[src/rtl/dot_product_stream.sv]
// Streaming fixed-point dot product: LANES products per accepted beat are
// accumulated at full precision over N/LANES beats, then rounded, rescaled by
// FRAC bits and saturated or wrapped to WIDTH bits.
//
// Ports:
//   clk           rising-edge clock
//   rst           synchronous active-high reset
//   in_valid      beat on in_a/in_b is valid
//   in_ready      block accepts a beat this cycle (state only)
//   in_a, in_b    LANES packed signed elements, lane k at [k*WIDTH +: WIDTH]
//   sat_en        1 = saturate, 0 = wrap; sampled on the final beat only
//   out_valid     result held valid
//   out_ready     consumer accepts result
//   out_result    signed rounded, scaled dot product
//   out_overflow  scaled value was outside the signed WIDTH range
module dot_product_stream #(
    parameter int unsigned N     = 16,
    parameter int unsigned LANES = 4,
    parameter int unsigned WIDTH = 16,
    parameter int unsigned FRAC  = 8,
    parameter int unsigned ACC_W = 2 * WIDTH + $clog2(N)
) (
    input  logic                     clk,
    input  logic                     rst,
    input  logic                     in_valid,
    output logic                     in_ready,
    input  logic [LANES*WIDTH-1:0]   in_a,
    input  logic [LANES*WIDTH-1:0]   in_b,
    input  logic                     sat_en,
    output logic                     out_valid,
    input  logic                     out_ready,
    output logic [WIDTH-1:0]         out_result,
    output logic                     out_overflow
);

    localparam int unsigned BEATS   = N / LANES;
    localparam int unsigned CNT_W   = (BEATS > 1) ? $clog2(BEATS) : 1;
    localparam int unsigned PROD_W  = 2 * WIDTH;
    // One guard bit so the rounding add can never wrap.
    localparam int unsigned SW      = ACC_W + 1;
    localparam int unsigned FRAC_M1 = (FRAC > 0) ? FRAC - 1 : 0;

    localparam logic signed [SW-1:0] RND  = (FRAC > 0) ? (SW'(1) << FRAC_M1) : '0;
    localparam logic signed [SW-1:0] RMAX = (SW'(1) << (WIDTH - 1)) - SW'(1);
    localparam logic signed [SW-1:0] RMIN = -(SW'(1) << (WIDTH - 1));

    typedef enum logic {
        ACCUM = 1'b0,
        OUT   = 1'b1
    } state_t;

    state_t                   state;
    logic signed [ACC_W-1:0]  acc;
    logic [CNT_W-1:0]         beat_cnt;

    logic signed [PROD_W-1:0] prod_c;
    logic signed [ACC_W-1:0]  beat_sum_c;
    logic signed [ACC_W-1:0]  fin_sum_c;
    logic signed [SW-1:0]     scaled_c;
    logic [WIDTH-1:0]         res_c;
    logic                     ovf_c;
    logic                     accept_c;
    logic                     last_c;

    // Per-beat lane products and the running total including this beat.
    always_comb begin
        prod_c     = '0;
        beat_sum_c = '0;
        for (int k = 0; k < int'(LANES); k++) begin
            prod_c     = $signed(in_a[k*WIDTH +: WIDTH]) * $signed(in_b[k*WIDTH +: WIDTH]);
            beat_sum_c = beat_sum_c + ACC_W'(prod_c);
        end
        fin_sum_c = acc + beat_sum_c;
    end

    // Round half toward +inf, rescale, then range-check and clamp or wrap.
    always_comb begin
        scaled_c = ($signed({fin_sum_c[ACC_W-1], fin_sum_c}) + RND) >>> FRAC;
        ovf_c    = (scaled_c > RMAX) || (scaled_c < RMIN);
        res_c    = scaled_c[WIDTH-1:0];
        if (sat_en) begin
            if (scaled_c > RMAX) begin
                res_c = RMAX[WIDTH-1:0];
            end else if (scaled_c < RMIN) begin
                res_c = RMIN[WIDTH-1:0];
            end
        end
    end

    assign accept_c = in_valid && in_ready;
    assign last_c   = (beat_cnt == CNT_W'(BEATS - 1));

    // Control FSM, accumulator and registered handshake outputs.
    always_ff @(posedge clk) begin
        if (rst) begin
            state        <= ACCUM;
            acc          <= '0;
            beat_cnt     <= '0;
            in_ready     <= 1'b1;
            out_valid    <= 1'b0;
            out_result   <= '0;
            out_overflow <= 1'b0;
        end else begin
            case (state)
                ACCUM: begin
                    if (accept_c) begin
                        if (last_c) begin
                            state        <= OUT;
                            acc          <= '0;
                            beat_cnt     <= '0;
                            in_ready     <= 1'b0;
                            out_valid    <= 1'b1;
                            out_result   <= res_c;
                            out_overflow <= ovf_c;
                        end else begin
                            acc      <= fin_sum_c;
                            beat_cnt <= beat_cnt + CNT_W'(1);
                        end
                    end
                end
                OUT: begin
                    if (out_ready) begin
                        state     <= ACCUM;
                        in_ready  <= 1'b1;
                        out_valid <= 1'b0;
                    end
                end
                default: begin
                    state     <= ACCUM;
                    in_ready  <= 1'b1;
                    out_valid <= 1'b0;
                end
            endcase
        end
    end

endmodule
[config.mk]
export PLATFORM = sky130hd
export DESIGN_NAME = dot_product_stream
export DESIGN_NICKNAME = d
export VERILOG_FILES = /design/src/rtl/dot_product_stream.sv
export SDC_FILE = /design/constraint.sdc
export NUM_CORES = 2
export LEC_CHECK = 0
export BUFFER_PORTS_ARGS = -buffer_cell sky130_fd_sc_hd__buf_2
export CAP_MARGIN = 20
export CORE_MARGIN = 1.5
export CORE_UTILIZATION = 65
export DETAILED_ROUTE_END_ITERATION = 10
export GPL_TIMING_DRIVEN = 0
export HOLD_SLACK_MARGIN = 0.12
export PLACE_DENSITY = 0.88
export SLEW_MARGIN = 20
export SYNTH_ARGS = -nofsm -noshare
export SYNTH_HDL_FRONTEND = slang
export SYNTH_SLANG_ARGS = --single-unit
[constraint.sdc]
create_clock -name clk -period 17 [get_ports clk]
set_input_delay 0.85 -clock clk [delete_from_list [all_inputs] [get_ports clk]]
set_output_delay 0.85 -clock clk [all_outputs]
set_load 0.005 [all_outputs]
==> run metrics <==
slew margin rel. a little under two fifths; ranking of synthesized cells by area fa_1, inv_1, ha_1; endpoints failing hold 0; Remaining Overflow, GRT 0; multi-input logic area around 40000 um^2; fin crit period roughly 12 ns; cell with the most instances after synthesis inv_1; failing checks DRC; crit start category input pin; die outline height 271 um; Placer Congestion 1.01; Mapped Area ~47000 um^2; DRT Pass-1 Iters 10; share of cells above drive strength 1 4.63%; row cnt 97; pin count of the biggest net entering global routing 22; ys flop type dfxtp_1; Fin Setup TNS 0 ns; die footprint ~73000 um^2; top cells by count, synth inv_1, fa_1, and2_1; Fill cells around 5400; # DRC 2; Post-Route WL 129000 um; H-tree level count 3; Skew-Pair Late Insertion Delay approximately 0.36 ns; CP endpoint kind flop; CP max-delay cell fa_1; initial antenna violation count 14; FF/Latch Area between 1000 and 1500 um^2; Mapped Cells about 4800; Core ar. 70400 um^2; EDFF count, synth 0; critical path's top delay family adder cells; via count roughly 33000; CTS tree yes; post-route ant nets 0; Worst EP required between 15 and 20 ns; GRT Resource Usage Total 37.7%; Synth Register Bits 58; CTS Buf Count 9; Setup Crit Path Kind in -> reg; Starting Density 66.1%; Port Buffers 150; initial detailed-routing violation count roughly 2300; Root Driver clkbuf_16; routed vias/inst between 5 and 6; CTS sink cnt 58; IO Pins roughly 150; vias in the first global route between 30000 and 40000; synth warn 0; Reg clk slew, reported paths roughly 0.050 ns; max cap viols 0; Routed WL per cell roughly 22 um; post-synth net total 6614; status finished, violations left; CTS Hold Bufs 0; Slew @ Worst Pin a little over 0.9 ns; first-pass GRT wire length between 200000 and 250000 um; Worst Path Arrival 12.37 ns; hpwl dp approximately 120000 um; CTS-repair resized insts 0; crit-path max cell delay between 0.8 and 0.9 ns; clock tree buffer depth 2; Yosys top cell by area fa_1; Synth cell types 80; Synth-to-Final Area Change 4.94%; min-delay worst type reg -> reg; most frequent CP cell fa_1; RSZ-0062 raised after global routing false; Seq/Total Area, Yosys between 2 and 2.5%; max-slew violation count 0; WP buf/inv 9; Avg Cell Area, Syn between 9 and 10 um^2; Synth top area share 57.2%; maximum fanout count along the critical path 10; setup violators final 0; Nets 6775; part of the cycle the worst path needs a little under three quarters; setup bufs post-CTS 0; FMAX about 82 MHz; Die X ~270 um; skew final between 0.009 and 0.01 ns; Post-synth ARST share 0%
[stage by stage]
stage | cell area, um^2 | std cells | setup slack [ns] | hold slack (ns) | utilization, %
6_report | 48800 | 5959 | 4.84 | 0.469 | 69.3
5_1_grt | 48800 | 5954 | 4.44 | 0.497 | 69.3
4_1_cts | 48800 | 5952 | 4.92 | 0.468 | 69.3
3_5_place_dp | 48400 | 5936 | 4.64 | 0.459 | 68.8
3_3_place_gp | 48400 | 5936 | 4.64 | 0.443 | 68.8
2_1_floorplan | 46500 | 4846 | 6.62 | 0.436 | -
[layout make-up]
type	instances	area share [%]
antenna	7	0.0359
buffer	171	1.42
clock buffer	12	0.525
clock inverter	4	0.200
inverter	1399	10.8
multi-input combinational	3218	80.7
sequential	58	2.38
tap	940	2.41
timing repair buffer	150	1.54
[layout by cell type, fill, tap and decap left out, drive strengths merged, types with 23 or more instances in the layout]
cell	netlist	routed
and2	545	545
a211oi	29	29
nor3	26	26
nand2	494	494
nand3	25	25
clkbuf	154	166
a21oi	57	57
nand2b	46	46
fa	1330	1330
a22oi	23	23
o21ai	27	27
inv	1399	1399
xnor2	40	40
dfxtp	58	58
buf	17	167
ha	305	305
nor2	106	106
[routing by layer]
metal / routed length [um] / track usage [%] / share of wire [%]
met5: 100 / 0 / 0.078
met1: 47200 / 46.7 / 37
met4: 8530 / 19.6 / 6.6
met2: 64000 / 65.2 / 50
met3: 9220 / 4.61 / 7.1
[worst paths after layout]
check                    from       endpoint  slack, ns  depth (start not counted)
hold reg to reg   beat_cnt[1]    beat_cnt[1]       0.47                          2
setup / recovery     in_a[63]  out_result[1]       4.84                         34
setup reg to reg      acc[15]  out_result[1]       7.28                         31
hold / removal    beat_cnt[1]    beat_cnt[1]       0.47                          2
[tightest hold or removal path, delay by kind of cell, from the launching register on]
kind / cells / cell delay (ns)
simple gates: 1 / 0.06
compound gates: 1 / 0.06
flops: 1 / 0.31
[cell families (layout without fill, tap and decap cells)]
logic type      Yosys count  count (layout)  synth area share (%)
mux                       7               7                 0.156
flops                    58              58                  2.50
other cells               0               7                     0
fa+ha+maj              1635            1635                  65.4
buf+inv                1570            1736                  12.8
compound gates          212             212                  3.56
simple gates           1305            1305                  14.4
xor+xnor                 59              59                  1.13
[sequential cells by signal (all words and copies together) (netlist names)]
register	count
acc	36
beat_cnt	2
in_ready	1
out_overflow	1
out_result	16
out_valid	1
state	1
Power is not shown: default switching activity piles up to over one toggle a cycle in this logic, so the estimate is an artifact.
